[src/rtl/data_mem_ctrl.sv]
// Single-port data memory controller: one request per cycle when idle, registered
// read data with a one-cycle valid pulse, and a word-per-cycle clear sequence.
module data_mem_ctrl #(
  parameter int DW             = 8,
  parameter int AW             = 8,
  parameter int CLEAR_ON_RESET = 1
) (
  input  logic          CLK,
  input  logic          Reset_n,
  input  logic          Req,
  input  logic          WriteMem,
  input  logic [AW-1:0] DataAddress,
  input  logic [DW-1:0] DataIn,
  input  logic          Clear,
  output logic          Ready,
  output logic [DW-1:0] DataOut,
  output logic          ReadValid,
  output logic          Busy
);

  localparam int DEPTH = 1 << AW;
  localparam logic [AW:0] LAST_ADDR = (AW+1)'(DEPTH - 1);

  typedef enum logic {
    S_CLEARING = 1'b0,
    S_IDLE     = 1'b1
  } state_t;

  localparam state_t RESET_STATE = (CLEAR_ON_RESET != 0) ? S_CLEARING : S_IDLE;

  state_t        r_state;
  state_t        w_state_nxt;
  logic [AW:0]   r_clr_cnt;
  logic [AW:0]   w_clr_cnt_nxt;
  logic          w_rd_accept;
  logic          w_wr_accept;
  logic          w_mem_we;
  logic [AW-1:0] w_mem_addr;
  logic [DW-1:0] w_mem_wdata;
  logic [DW-1:0] r_mem [DEPTH];
  logic [DW-1:0] r_data_out;
  logic          r_read_valid;

  assign Ready     = (r_state == S_IDLE) && !Clear;
  assign Busy      = (r_state == S_CLEARING);
  assign DataOut   = r_data_out;
  assign ReadValid = r_read_valid;

  // Request qualification
  always_comb begin
    w_rd_accept = 1'b0;
    w_wr_accept = 1'b0;
    if (Req && Ready) begin
      w_rd_accept = !WriteMem;
      w_wr_accept = WriteMem;
    end else begin
      w_rd_accept = 1'b0;
      w_wr_accept = 1'b0;
    end
  end

  // Next-state and clear-counter logic
  always_comb begin
    w_state_nxt   = r_state;
    w_clr_cnt_nxt = r_clr_cnt;
    case (r_state)
      S_IDLE: begin
        if (Clear) begin
          w_state_nxt   = S_CLEARING;
          w_clr_cnt_nxt = {(AW+1){1'b0}};
        end else begin
          w_state_nxt   = S_IDLE;
        end
      end
      S_CLEARING: begin
        // Finish on the last word explicitly instead of letting the counter wrap.
        if (r_clr_cnt == LAST_ADDR) begin
          w_state_nxt   = S_IDLE;
          w_clr_cnt_nxt = {(AW+1){1'b0}};
        end else begin
          w_state_nxt   = S_CLEARING;
          w_clr_cnt_nxt = r_clr_cnt + {{AW{1'b0}}, 1'b1};
        end
      end
      default: begin
        w_state_nxt   = RESET_STATE;
        w_clr_cnt_nxt = {(AW+1){1'b0}};
      end
    endcase
  end

  // Memory write-port mux: the clear sequence owns the port while active
  always_comb begin
    w_mem_we    = 1'b0;
    w_mem_addr  = DataAddress;
    w_mem_wdata = DataIn;
    if (r_state == S_CLEARING) begin
      w_mem_we    = Reset_n;
      w_mem_addr  = r_clr_cnt[AW-1:0];
      w_mem_wdata = {DW{1'b0}};
    end else begin
      w_mem_we    = w_wr_accept && Reset_n;
      w_mem_addr  = DataAddress;
      w_mem_wdata = DataIn;
    end
  end

  // State and clear-counter registers
  always_ff @(posedge CLK or negedge Reset_n) begin
    if (!Reset_n) begin
      r_state   <= RESET_STATE;
      r_clr_cnt <= {(AW+1){1'b0}};
    end else begin
      r_state   <= w_state_nxt;
      r_clr_cnt <= w_clr_cnt_nxt;
    end
  end

  // Storage array; deliberately not reset, only the clear sequence zeroes it
  always_ff @(posedge CLK) begin
    if (w_mem_we) begin
      r_mem[w_mem_addr] <= w_mem_wdata;
    end
  end

  // Registered read data and its one-cycle valid pulse
  always_ff @(posedge CLK or negedge Reset_n) begin
    if (!Reset_n) begin
      r_data_out   <= {DW{1'b0}};
      r_read_valid <= 1'b0;
    end else begin
      r_read_valid <= w_rd_accept;
      if (w_rd_accept) begin
        r_data_out <= r_mem[DataAddress];
      end
    end
  end

endmodule

[config.mk]
export PLATFORM = sky130hd
export DESIGN_NAME = data_mem_ctrl
export DESIGN_NICKNAME = d
export VERILOG_FILES = /design/src/rtl/data_mem_ctrl.sv
export SDC_FILE = /design/constraint.sdc
export NUM_CORES = 2
export LEC_CHECK = 0
export CORE_ASPECT_RATIO = 0.7
export CORE_MARGIN = 5
export CORE_UTILIZATION = 35
export CTS_CLUSTER_SIZE = 25
export DETAILED_ROUTE_END_ITERATION = 10
export HOLD_SLACK_MARGIN = 0.05
export PLACE_DENSITY_LB_ADDON = 0.2
export REMOVE_ABC_BUFFERS = 1
export SYNTH_ARGS = -nofsm -noshare
export SYNTH_HDL_FRONTEND = slang
export SYNTH_SLANG_ARGS = --single-unit
[constraint.sdc]
create_clock -name CLK -period 7.5 [get_ports CLK]
set_input_delay 1.5 -clock CLK [delete_from_list [all_inputs] [get_ports CLK]]
set_output_delay 1.5 -clock CLK [all_outputs]
set_load 0.01 [all_outputs]
==> results.toml <==
[run_status]
status = "finished with violations"
failed_checks = "max-capacitance violations, max-slew violations"

[setup_path]
cp-end-kind = "flop"
crit_fanout = 18
crit_arrival_ps = 5690
r2r-start = "r_state$_DFF_PN0_"
worstPathCellList = "clkdlybuf4s50_1 -> inv_1 -> nor3_1 -> a31oi_1 -> nor2_1 -> nand2_1 -> nor2_1"
required_ps = 7980
reg2reg_to = "r_mem[144][7]$_DFFE_PP_"
worstRegToRegCells = 6
crit_path_start_kind = "input port"
reg2reg_slack_ps = 3240
cpMaxStageDelayCell = "clkdlybuf4s50_1"
max_stage_delay_ps = 1280
timing.critical_path.mode_cell = "nor2_1"
critical_path_class = "input port to flop"

[detailed_routing]
drt_wl_total_mm = 244
route.vias.total = 42100
drt-vias-per-instance = 5.65
drt-wirelength-per-cell_um = 32.7
dr.first_iter.drc_count = 5309
dr.pass1.iters = 10
drc = 0
antenna_left = 0

[clock_tree]
cts_tree = "done"
cts_sinks = 2067
htree_levels = 4
clk_pin_slew_ps = 70
cts_made_buffers = 199
worstSkewPairLatency_ps = 850
cts_buffer_depth = 4
ctsResizeCount = 0
post_cts.repair.setup_buffers = 0
cts_hold_buf = 0
cts_root_buf = "clkbuf_16"

[logic_synthesis]
ys_ff_latch = 2067
synth.most_common_cell = "edfxtp_1"
synthTopCellsByCount = "edfxtp_1, mux2i_1, mux4_2"
synth_area_um2 = 81400
ys_types = 66
synthArstFlopShare_pct = 0.919
synthFlopType = "edfxtp_1"
synth_largest_area_cell = "edfxtp_1"
synth_area_leaders = "edfxtp_1, mux4_2, mux2i_1, nor2_1, o22ai_1"
synth_top_area_share_pct = 75.6
postSynthCellCount = 4113
ys_seq_area_share_pct = 76.2
yosys_warnings = 0
syn_avg_cell_area_um2 = 19.8
synth_edf_count = 2048

[layout]
layout-drive-gt1-share_pct = 16.8
final_cell_area_um2 = 91100
fill_cells = 20800
nNetsFinal = 4231
syn_to_final_growth_pct = 12.0

[global_route]
grt_pass1_wl_mm = 335
grt_max_degree = 150
grtUsageTotal_pct = 19.7
antenna_found_initial = 17
grt_pass1_vias = 40500
grt-ovfl-total = 0

[power]
power.density_nw_per_um2 = 272
p_sw_mw = 5.83
cellInternalPower_mw = 19.0
seqPwrFrac_pct = 51.8
leakagePower_nw = 29.1
peakVddDrop_uv = 180
clockPowerShare_pct = 40.9
comb_power_share_pct = 7.2
switching_share_pct = 23.5

[sta]
drv_slew = 2
rsz0062_at_grt = "false"
setup-violations-final = 0
slew_headroom_pct = -2.25
tightest_slew_ps = 1530
setup_tns_ps = 0
clock-skew-final_ps = 29.0
hold_ws_ps = 521
clock.fmax_ghz = 0.192
period_share_pct = 69.5
min_period_ps = 5210
final-hold-violation-count = 0

[floorplan]
io_pins = 32
core-area_um2 = 232000
die_w_um = 586
die_h_um = 413
start_util_pct = 35.1
die_area_um2 = 242000
num_rows = 148

[placed_design]
dpl_cell_area_um2 = 84700
dpl.hpwl_mm = 150
gp_congestion = 0.822
portBuffers = 31

[worst_hold_path]
min_to = "r_clr_cnt[8]$_DFFE_PN0P_"
min-delay-start = "r_clr_cnt[8]$_DFFE_PN0P_"
hp-class = "flop to flop"
hold_depth = 1

[job]
max_cap_viol_count = 1
## layout make-up
type,instances,area (µm²),share of cell area [%]
clock inverter,123,1190,1.31
antenna,6,15.0,0.0165
tap,3075,3850,4.22
timing repair buffer,142,1380,1.51
inverter,11,45.0,0.0494
clock buffer,238,5210,5.72
multi-input combinational,1788,17500,19.2
sequential,2067,62000,68.0
## stage by stage
step                      instances  total power, mW  util, %  setup slack (ps)
after floorplan                3866             13.8        -              1910
after global routing           7444             25.5     39.3              2110
after detailed placement       7083             14.9     36.5              1460
after CTS                      7444             25.0     39.3              2380
final                          7450             24.8     39.3              2290
after global placement         7081             14.9     36.5              1550
## power groups by stage
stage	Clock, mW	Combinational [mW]	Sequential, mW
final	10.2	1.80	12.9
after global routing	10.8	1.86	12.9
after CTS	10.3	1.79	12.9
after detailed placement	0	1.79	13.1
after global placement	0	1.79	13.1
after floorplan	0	0.697	13.1
## critical path: cells and delay by family
family / cells / cell delay [ps]
buf+inv: 2 / 1650
simple gates: 4 / 2400
compound gates: 1 / 80
## state kept, by name (all words and copies together), names as in the netlist
signal     flops
ReadValid      1
DataOut        8
r_clr_cnt      9
r_state        1
r_mem       2048
## worst max path at each step
stage	startpoint	end	slack [ps]	cells past startpoint
after global placement	DataAddress[6]	r_mem[244][0]$_DFFE_PP_	1550	7
final	DataAddress[6]	r_mem[244][0]$_DFFE_PP_	2290	7
after floorplan	DataIn[0]	r_mem[0][0]$_DFFE_PP_	1910	1
after global routing	DataAddress[6]	r_mem[244][0]$_DFFE_PP_	2110	7
after CTS	r_state$_DFF_PN0_	Ready	2380	4
after detailed placement	DataAddress[6]	r_mem[244][0]$_DFFE_PP_	1460	7
## placed cells by master (no fill, tap or decap), types with 36 or more instances in the layout
master	n
o21ai_0	54
o221ai_1	60
nor2_1	276
a21oi_1	68
clkbuf_16	202
buf_4	92
nand2_1	148
o22ai_1	128
clkinv_1	49
a211oi_1	55
clkinv_2	36
mux4_2	306
edfxtp_1	2048
mux2i_1	401
## kinds of logic after synthesis
logic type,share of synthesized area (%)
and+or+nand+nor,2.80
adders and majority gates,0.0154
xor gates and xnor gates,0.0431
muxes,14.0
AOI/OAI and AO/OA,4.48
buffers and inverters,2.44
DFF,76.2
## routing by layer
layer  wire length (µm)  track usage, %  vias to the layer above
li1                   -               -                    17200
met4               5520            4.33                        0
met5                  0               0                        -
met3              22400            4.57                      324
met1             113000            31.2                    22600
met2             102000            27.4                     1941
Power figures use the tool's default switching activity.
